`config.mk`:
```
export PLATFORM = sky130hd
export DESIGN_NAME = ysyx_22050710_axil_rd_arbiter
export DESIGN_NICKNAME = d
export VERILOG_FILES = /design/src/rtl/ysyx_22050710_axil_rd_arbiter.sv
export SDC_FILE = /design/constraint.sdc
export NUM_CORES = 1
export LEC_CHECK = 0
export BUFFER_PORTS_ARGS = -buffer_cell sky130_fd_sc_hd__buf_2
export CAP_MARGIN = 5
export CORE_AREA = 2 2 136 138
export CTS_BUF_LIST = sky130_fd_sc_hd__clkbuf_8
export DETAILED_ROUTE_END_ITERATION = 16
export DIE_AREA = 0 0 138 140
export SETUP_SLACK_MARGIN = 0.2
export SLEW_MARGIN = 30
export SYNTH_ARGS = -nofsm -noshare
export SYNTH_HDL_FRONTEND = slang
export SYNTH_SLANG_ARGS = --single-unit
```
`constraint.sdc`:
```
create_clock -name i_clk -period 2.1 [get_ports i_clk]
set_input_delay 0.105 -clock i_clk [delete_from_list [all_inputs] [get_ports i_clk]]
set_output_delay 0.105 -clock i_clk [all_outputs]
set_load 0.02 [all_outputs]
```
`src/rtl/ysyx_22050710_axil_rd_arbiter.sv`:
```
// AXI-Lite read-channel arbiter: NUM_MASTER read masters share one slave, one read outstanding.
// Define YSYX_22050710_ARB_RR_EN for round-robin arbitration; otherwise lowest index wins.
module ysyx_22050710_axil_rd_arbiter #(
  parameter int NUM_MASTER = 2,
  parameter int ADDR_WD    = 64,
  parameter int DATA_WD    = 64
) (
  input  logic                          i_clk,
  input  logic                          i_rst,
  input  logic [NUM_MASTER-1:0]         i_m_arvalid,
  output logic [NUM_MASTER-1:0]         o_m_arready,
  input  logic [NUM_MASTER*ADDR_WD-1:0] i_m_araddr,
  input  logic [NUM_MASTER*3-1:0]       i_m_arprot,
  output logic [NUM_MASTER-1:0]         o_m_rvalid,
  input  logic [NUM_MASTER-1:0]         i_m_rready,
  output logic [DATA_WD-1:0]            o_m_rdata,
  output logic [1:0]                    o_m_rresp,
  output logic                          o_s_arvalid,
  input  logic                          i_s_arready,
  output logic [ADDR_WD-1:0]            o_s_araddr,
  output logic [2:0]                    o_s_arprot,
  input  logic                          i_s_rvalid,
  output logic                          o_s_rready,
  input  logic [DATA_WD-1:0]            i_s_rdata,
  input  logic [1:0]                    i_s_rresp,
  output logic [NUM_MASTER-1:0]         o_grant
);

  localparam int IDX_W = (NUM_MASTER > 1) ? $clog2(NUM_MASTER) : 1;

  typedef enum logic [1:0] {
    IDLE = 2'd0,
    ADDR = 2'd1,
    DATA = 2'd2
  } state_t;

  state_t                  state_reg;
  logic [IDX_W-1:0]        grant_reg;
  logic [NUM_MASTER-1:0]   grant_oh_reg;
  logic [ADDR_WD-1:0]      araddr_reg;
  logic [2:0]              arprot_reg;

  logic [IDX_W-1:0]        win_idx;
  logic [NUM_MASTER-1:0]   win_oh;
  logic                    any_req;
  logic                    r_fire;

  assign any_req = |i_m_arvalid;

`ifdef YSYX_22050710_ARB_RR_EN
  logic [IDX_W-1:0] last_reg;
  logic [IDX_W:0]   cand;

  // Scan from the farthest candidate down to last+1 so the nearest requester is assigned last and wins.
  always_comb begin
    win_idx = '0;
    cand    = '0;
    for (int i = NUM_MASTER; i >= 1; i--) begin
      cand = {1'b0, last_reg} + (IDX_W+1)'(i);
      if (cand >= (IDX_W+1)'(NUM_MASTER)) begin
        cand = cand - (IDX_W+1)'(NUM_MASTER);
      end
      if (i_m_arvalid[cand[IDX_W-1:0]]) begin
        win_idx = cand[IDX_W-1:0];
      end
    end
  end
`else
  always_comb begin
    win_idx = '0;
    for (int i = NUM_MASTER - 1; i >= 0; i--) begin
      if (i_m_arvalid[i]) begin
        win_idx = IDX_W'(i);
      end
    end
  end
`endif

  for (genvar gi = 0; gi < NUM_MASTER; gi++) begin : g_master
    assign win_oh[gi]      = (win_idx == IDX_W'(gi));
    // Reset gating keeps arready low while requesters are still asserting arvalid under reset.
    assign o_m_arready[gi] = ~i_rst & (state_reg == IDLE) & win_oh[gi] & i_m_arvalid[gi];
    assign o_m_rvalid[gi]  = (state_reg == DATA) & grant_oh_reg[gi] & i_s_rvalid;
  end

  assign o_s_arvalid = (state_reg == ADDR);
  assign o_s_araddr  = araddr_reg;
  assign o_s_arprot  = arprot_reg;
  assign o_s_rready  = (state_reg == DATA) & i_m_rready[grant_reg];
  assign o_m_rdata   = i_s_rdata;
  assign o_m_rresp   = i_s_rresp;
  assign o_grant     = grant_oh_reg;
  assign r_fire      = i_s_rvalid & o_s_rready;

  always_ff @(posedge i_clk or posedge i_rst) begin
    if (i_rst) begin
      state_reg    <= IDLE;
      grant_reg    <= '0;
      grant_oh_reg <= '0;
      araddr_reg   <= '0;
      arprot_reg   <= '0;
`ifdef YSYX_22050710_ARB_RR_EN
      last_reg     <= IDX_W'(NUM_MASTER - 1);
`endif
    end else begin
      case (state_reg)
        IDLE: begin
          if (any_req) begin
            state_reg    <= ADDR;
            grant_reg    <= win_idx;
            grant_oh_reg <= win_oh;
            araddr_reg   <= i_m_araddr[win_idx*ADDR_WD +: ADDR_WD];
            arprot_reg   <= i_m_arprot[win_idx*3 +: 3];
          end
        end
        ADDR: begin
          if (i_s_arready) begin
            state_reg <= DATA;
          end
        end
        DATA: begin
          if (r_fire) begin
            state_reg    <= IDLE;
            grant_oh_reg <= '0;
`ifdef YSYX_22050710_ARB_RR_EN
            last_reg     <= grant_reg;
`endif
          end
        end
        default: begin
          state_reg    <= IDLE;
          grant_oh_reg <= '0;
        end
      endcase
    end
  end

endmodule

```
==> impl_metrics.ini, run 1 <==
[setup_path]
crit_top_cell = buf_2
worstSetupEndpointType = output pin
slowest_delay_ns = 0.53
cp_cell_sequence = dlygate4sd3_1 -> buf_2 -> nor2b_4 -> buf_12 -> and3_1 -> buf_2
required_ns = 2.00
critPathBufInv = 4
worstPathArrival_ns = 1.69
startpoint_type = primary input
worstPathMaxFanout = 68
criticalPathCategory = in -> out
timing.critical_path.max_delay_family = buffers and inverters
cpMaxStageDelayCell = dlygate4sd3_1

[route]
drc_errors = 0
drt_iter0_markers = 67
route.antenna.remaining_nets = 0
wire_per_inst_um = 15.75
wl_mm = 11.04
dr.pass1.iters = 4
vias = 2854
post_drt_via_cell_ratio = 4.071

[flow_run]
maxCapViolCount = 0

[power_and_ir_drop]
finalPower_uw = 7376
p_leak_uw = 0.002551
power_density_nw_per_um2 = 1397
vdd.ir_drop.worst_uv = 554.0

[sta]
fmax_mhz = 556.0
setup_violations = 0
min_period_over_period = 0.8565
tightest_slew_ns = 0.4079
fin_crit_ns = 1.799
finalHoldViolCount = 0
slew_headroom = 0.7281
final.setup.tns_ns = 0
slew_violations = 0
rsz0062_at_grt = no
worst_clock_skew_ns = 0.007698

[clock_network]
h-tree-depth = 3
clk_latency_ns = 0.35
root_buffer = clkbuf_8
cts_max_path_buffers = 2
cts_buffers = 9
clock_sink_count = 72
clk_pin_slew_ns = 0.08
postCtsSetupRepairBufs = 0
cts_resized = 0
cts_hold_buf = 3
cts_tree = yes

[synth]
synth.top_cells.by_area = dfrtp_1, mux2_2, buf_4, mux2_4, buf_6
syn-num-nets = 523
synth_xor_xnor_area_share = 0
muxShareOfSynthArea = 0.3829
ys_seq_area_frac = 0.4339
synthAdderAreaFrac = 0
syn_area_per_cell_sq_um = 13.18
yosysUniqueCellTypes = 20
yosysTopAreaCellShare = 0.4339
synth_top_family_by_area = multiplexers
synth_top_cell_by_area = dfrtp_1
syn_inst = 315
yosys.area_share.simple = 0.01717
yosys_warnings = 0
ys_ff_latch = 72
netlist_area_sq_um = 4153
synth-compound-area-share = 0.01627

[global_routing]
met1_usage = 0.1122
grt_pass1_wl_mm = 16.88
grt_pass1_vias = 3200
grt.busiest_layer = met2
antenna_found_initial = 0
grt_max_degree = 69
grt_overflow = 0
met2_usage = 0.1975
grt_use_total = 0.1117
grtUsageMet3 = 0.05368

[finish]
fin_area_sq_um = 5280
final_common_cell = buf_2
layout.cells.non_filler = 701
largest_register_ffs = 64
layout_common_cells = buf_2, mux2_2, dfrtp_1
drive_gt1_frac = 0.7881
antenna_cells = 0
areaGrowthSynthToFinish_pct = 27.15
nets = 675

[floorplanning]
ioPinCount = 349
initial_utilization = 0.2336
core_sq_um = 17780
die-width_um = 138
die_area_sq_um = 19320
die_height_um = 140
rows = 49

[min_path]
min_path_type = in -> reg

[place]
placed_area_sq_um = 4996
detailed_place_hpwl_mm = 8.540
routabilityCongestion = 0.7087
dp.cells = 682
io_buffers = 216

[run_status]
status = complete, no violations
[power by group]
part,leakage (uW),internal (uW),switching [uW],total (uW)
sequential,0.000844,2110,398,2510
combinational,0.00158,1590,1890,3480
clock,0.000131,854,528,1380
[per-layer routing]
| layer | wire, um | vias up |
|---|---|---|
| met4 | 208 | 0 |
| li1 | - | 1335 |
| met1 | 3966 | 1324 |
| met5 | 0 | - |
| met3 | 1260 | 22 |
| met2 | 5604 | 173 |
[cell type report]
| type | instances | area [sq um] |
|---|---|---|
| repair buffers | 222 | 1171 |
| clock buffers | 11 | 151.4 |
| multi-input cells | 157 | 1744 |
| fillers | 1837 | 12500 |
| flip-flops and latches | 72 | 1802 |
| well taps | 229 | 286.5 |
| clock inverters | 5 | 102.6 |
| inverters | 5 | 22.52 |
[synth_stat cells]
master     count
mux2_2       115
dfrtp_1       72
buf_4         69
mux2_4        19
buf_2          8
inv_1          5
buf_6          4
nor2b_1        4
and3_1         3
a21o_1         2
a21oi_1        2
nand2b_1       2
o21a_1         2
o21ai_0        2
a22o_1         1
mux2i_1        1
nor2_1         1
nor2_2         1
nor3_1         1
o2bb2ai_1      1
[path summary, 6_finish.rpt]
kind	endpoint	startpoint	slack [ns]	cells past startpoint
setup / recovery	o_m_arready[1]	i_m_arvalid[0]	0.30	6
hold / removal	grant_reg	i_m_arvalid[1]	0.09	3
setup reg to reg	o_s_araddr[51]	state_reg[1]	0.42	4
hold reg to reg	o_s_araddr[56]	o_s_araddr[56]	0.50	1
max in group asynchronous	o_s_araddr[23]	i_rst	1.17	4
min in group asynchronous	grant_reg	i_rst	0.30	3
[metrics by stage]
step,setup slack (ns),utilization,hold WS (ns)
2_1_floorplan,0.3327,-,0.1907
4_1_cts,0.2720,0.2970,0.04704
3_5_place_dp,0.4282,0.2810,0.1260
5_1_grt,0.2223,0.2970,0.07034
3_3_place_gp,0.4872,0.2810,0.1234
6_report,0.3013,0.2970,0.08813
[cells by family (layout without fill, tap and decap cells)]
group / Yosys count / count (layout)
muxes: 135 / 135
AOI/OAI and AO/OA: 10 / 10
DFF: 72 / 72
buffers and inverters: 86 / 243
and+or+nand+nor: 12 / 12
[tightest hold or removal path: stages]
cell and delay (ns):
buf_2 0.13, a21oi_1 0.12, a21oi_1 0.05
Note: power is estimated with default switching activity, not from simulation.
==> run 2, diff against run 1 <==
==> constraint.sdc (replaced) <==
create_clock -name i_clk -period 2.1 [get_ports i_clk]
set_input_delay 0.315 -clock i_clk [delete_from_list [all_inputs] [get_ports i_clk]]
set_output_delay 0.315 -clock i_clk [all_outputs]
set_load 0.02 [all_outputs]
==> impl_metrics.ini, run 2 (synthesis results as in run 1) <==
[run_status]
status = complete, no violations

[sta]
timing.final.ws_setup_ns = 0.3138
setup_violations = 0
slew_headroom = 0.5547
fin_crit_ns = 1.786
fmax_mhz = 559.8
worst_clock_skew_ns = 0.006621
min_period_over_period = 0.8506
worst_hold_slack_ns = 0.1862
slew_violations = 0
tightest_slew_ns = 0.6679
finalHoldViolCount = 0
rsz0062_at_grt = no

[clock_network]
cts_tree = yes
cts_buffers = 9
postCtsSetupRepairBufs = 0
clk_latency_ns = 0.35
cts_resized = 0
h-tree-depth = 3
cts_hold_buf = 1
clock_sink_count = 72
root_buffer = clkbuf_8
clk_pin_slew_ns = 0.07
cts_max_path_buffers = 2

[finish]
multiInputGateArea_sq_um = 1754
layout.cells.non_filler = 700
antenna_cells = 0
largest_register_ffs = 64
seq_area_sq_um = 1802
areaGrowthSynthToFinish_pct = 25.04
nets = 674
final_common_cell = buf_2
drive_gt1_frac = 0.7941
layout_common_cells = buf_2, mux2_2, dfrtp_1
fin_area_sq_um = 5192
fillers = 1878

[floorplanning]
ioPinCount = 349
die_area_sq_um = 19320
die_height_um = 140
rows = 49
core_sq_um = 17780
die-width_um = 138
initial_utilization = 0.2336

[route]
vias = 2881
drc_errors = 0
dr.pass1.iters = 4
wl_mm = 11.64
drt_iter0_markers = 61
route.antenna.remaining_nets = 0
wire_per_inst_um = 16.62
post_drt_via_cell_ratio = 4.116

[place]
pre_cts_ws_ns = 0.3870
routabilityCongestion = 0.7904
dp.cells = 683
placed_area_sq_um = 5014
detailed_place_hpwl_mm = 9.218
io_buffers = 216

[global_routing]
grt_overflow = 0
grt_pass1_wl_mm = 17.68
grt_use_total = 0.1181
grt_pass1_vias = 3204
grt_max_degree = 72
antenna_found_initial = 0

[flow_run]
maxCapViolCount = 0

[power_and_ir_drop]
p_leak_uw = 0.002511
swShare = 0.4051
seq_power_share = 0.357
power_density_nw_per_um2 = 1344
vdd.ir_drop.worst_uv = 574.0
intPower_uw = 4150
finalPower_uw = 6977
power.share.clock = 0.137
combPwrFrac = 0.506
switching_power_uw = 2827

[setup_path]
worstSetupEndpointType = output pin
crit_top_cell = buf_2
criticalPathCategory = in -> out
cp_cell_sequence = dlygate4sd3_1 -> buf_2 -> clkinvlp_4 -> and3_4 -> buf_2
timing.critical_path.max_delay_family = buffers and inverters
worstPathMaxFanout = 4
slowest_delay_ns = 0.53
required_ns = 1.78
startpoint_type = primary input
worstPathArrival_ns = 1.47
cpMaxStageDelayCell = dlygate4sd3_1
critPathBufInv = 4

[min_path]
min_path_type = in -> reg
[run 2: power by group through the flow]
stage | Clock, uW | Sequential (uW) | Combinational (uW)
4_1_cts | 1020 | 2510 | 3600
3_3_place_gp | 0 | 2500 | 3520
6_report | 954 | 2490 | 3530
3_5_place_dp | 0 | 2510 | 3590
2_1_floorplan | 0 | 3340 | 1690
5_1_grt | 1100 | 2610 | 3760
[run 2: path summary, 6_finish.rpt]
kind | start | to | slack (ns) | cells after the start
hold / removal | i_s_arready | state_reg[1] | 0.19 | 2
max in group asynchronous | i_rst | o_s_araddr[17] | 0.80 | 4
hold reg to reg | o_s_araddr[28] | o_s_araddr[28] | 0.50 | 1
setup reg to reg | state_reg[1] | o_s_araddr[29] | 0.37 | 4
setup / recovery | i_rst | o_m_arready[0] | 0.31 | 5
min in group asynchronous | i_rst | grant_reg | 0.44 | 3
[run 2: final cells by class]
| type | count | area share |
|---|---|---|
| clock inverter | 6 | 0.005301 |
| clock buffer | 10 | 0.02651 |
| multi-input combinational | 157 | 0.3378 |
| timing repair buffer | 221 | 0.2239 |
| tap | 229 | 0.05518 |
| inverter | 5 | 0.004337 |
| sequential | 72 | 0.3470 |
[run 2: metal layers]
metal  wire length, um  global-route usage  share of wire  vias up
met5                 0                   0              0        -
li1                  -                   -              -     1331
met4               219             0.04834          0.019        0
met3              1306             0.06051           0.11       29
met1              4093              0.1188           0.35     1316
met2              6014              0.2074           0.52      205
[run 2: per-stage QoR]
step	utilization	TNS, ns
after floorplan	-	-0.0008431
after global placement	0.2820	0
after detailed placement	0.2820	0
after CTS	0.2918	0
after global routing	0.2920	0
final	0.2920	0
==> run 3, diff against run 2 <==
==> constraint.sdc (replaced) <==
create_clock -name i_clk -period 1.95 [get_ports i_clk]
set_input_delay 0.2925 -clock i_clk [delete_from_list [all_inputs] [get_ports i_clk]]
set_output_delay 0.2925 -clock i_clk [all_outputs]
set_load 0.02 [all_outputs]
==> impl_metrics.ini, run 3 (synthesis results as in run 1) <==
[route]
vias = 2924
drc_errors = 0
wire_per_inst_um = 17.03
wl_mm = 11.94
drt_iter0_markers = 60
dr.pass1.iters = 4
post_drt_via_cell_ratio = 4.171
route.antenna.remaining_nets = 0

[clock_network]
clk_latency_ns = 0.35
cts_tree = yes
cts_max_path_buffers = 2
root_buffer = clkbuf_8
postCtsSetupRepairBufs = 0
cts_buffers = 9
clock_sink_count = 72
h-tree-depth = 3
clk_pin_slew_ns = 0.08

[floorplanning]
die_height_um = 140
ioPinCount = 349
initial_utilization = 0.2336
core_sq_um = 17780
die-width_um = 138
rows = 49
die_area_sq_um = 19320

[min_path]
min_path_type = in -> reg
min_from = i_s_arready

[global_routing]
grt_use_total = 0.1220
antenna_found_initial = 0
grt_pass1_vias = 3179
grt_pass1_wl_mm = 18.06
grt_overflow = 0
grt_max_degree = 72

[run_status]
status = complete, no violations

[finish]
layout.cells.non_filler = 701
final_common_cell = buf_2
drive_gt1_frac = 0.7966
areaGrowthSynthToFinish_pct = 26.18
layout_common_cells = buf_2, mux2_2, dfrtp_1
largest_register_ffs = 64
antenna_cells = 0
fillers = 1886
nets = 675

[sta]
timing.final.ws_setup_ns = 0.2999
slew_headroom = 0.5499
finalHoldViolCount = 0
final.setup.tns_ns = 0
min_period_over_period = 0.8462
worst_clock_skew_ns = 0.01051
slew_violations = 0
tightest_slew_ns = 0.6751
fmax_mhz = 606.0
rsz0062_at_grt = yes
setup_violations = 0
fin_crit_ns = 1.650

[setup_path]
reg2reg_slack_ns = 0.36
r2r-start = state_reg[1]
crit_start = state_reg[1]
worstPathMaxFanout = 6
startpoint_type = register
worstSetupEndpointType = output pin
worstPathArrival_ns = 1.36
required_ns = 1.66
criticalPathCategory = reg -> out

[place]
pre_cts_ws_ns = 0.2740
io_buffers = 216
detailed_place_hpwl_mm = 9.491
routabilityCongestion = 0.7990
dp.cells = 684

[power_and_ir_drop]
vdd.ir_drop.worst_uv = 581.9
p_leak_uw = 0.002519
power_density_nw_per_um2 = 1482

[flow_run]
maxCapViolCount = 0
run 3: changes by cell type in the layout (fill, tap and decap cells not counted), sizes merged:
cell,change
bufinv,+1
inv,-1
clkinvlp,+2
clkbuf,-1
buf,+1
clkinv,-1
run 3: routing by layer:
layer | part of all wire | GRT usage | wire length [um] | vias to the layer above
met5 | 0 | 0.005013 | 0 | -
met4 | 0.022 | 0.05048 | 264 | 0
met3 | 0.11 | 0.06017 | 1296 | 28
met2 | 0.51 | 0.2095 | 6141 | 197
met1 | 0.35 | 0.1272 | 4234 | 1369
li1 | - | - | - | 1330
run 3: timing repair:
action,4_1_cts,5_1_grt
endpoints found under the setup margin,0,2
endpoints found under the hold margin,1,0
gates resized for setup,0,1
hold buffers,1,0
run 3: through the flow:
step / utilization / total power [uW] / hold slack, ns / area, sq um
after floorplan: - / 5410 / 0.3782 / 4167
after global placement: 0.2831 / 6583 / 0.2294 / 5034
after detailed placement: 0.2831 / 6677 / 0.2311 / 5034
after CTS: 0.2942 / 7938 / 0.1073 / 5231
after global routing: 0.2947 / 8303 / 0.1276 / 5240
final: 0.2947 / 7764 / 0.1479 / 5240
run 3: final timing paths:
| kind | depth (start not counted) | endpoint |
|---|---|---|
| max | 3 | o_m_rvalid[1] |
| min | 2 | state_reg[1] |
| max reg2reg | 4 | o_s_araddr[31] |
| min reg2reg | 1 | o_s_arprot[1] |
| max in group asynchronous | 3 | o_s_araddr[38] |
| min in group asynchronous | 3 | o_s_araddr[58] |
run 3: critical path, stage by stage (launching register included):
cell and delay (ns):
dfrtp_1 0.47, nor2b_1 0.20, and3_1 0.17, buf_2 0.16
run 3: layout make-up:
class / instances / area [sq um] / share of cell area
clock buffer: 9 / 123.9 / 0.02364
clock inverter: 7 / 63.81 / 0.01218
inverter: 5 / 22.52 / 0.004298
multi-input combinational: 157 / 1759 / 0.3357
sequential: 72 / 1802 / 0.3438
tap: 229 / 286.5 / 0.05468
timing repair buffer: 222 / 1182 / 0.2256
run 3: where the power goes:
part | internal (uW) | switching (uW)
sequential | 2270 | 428
clock | 580 | 605
combinational | 1760 | 2120
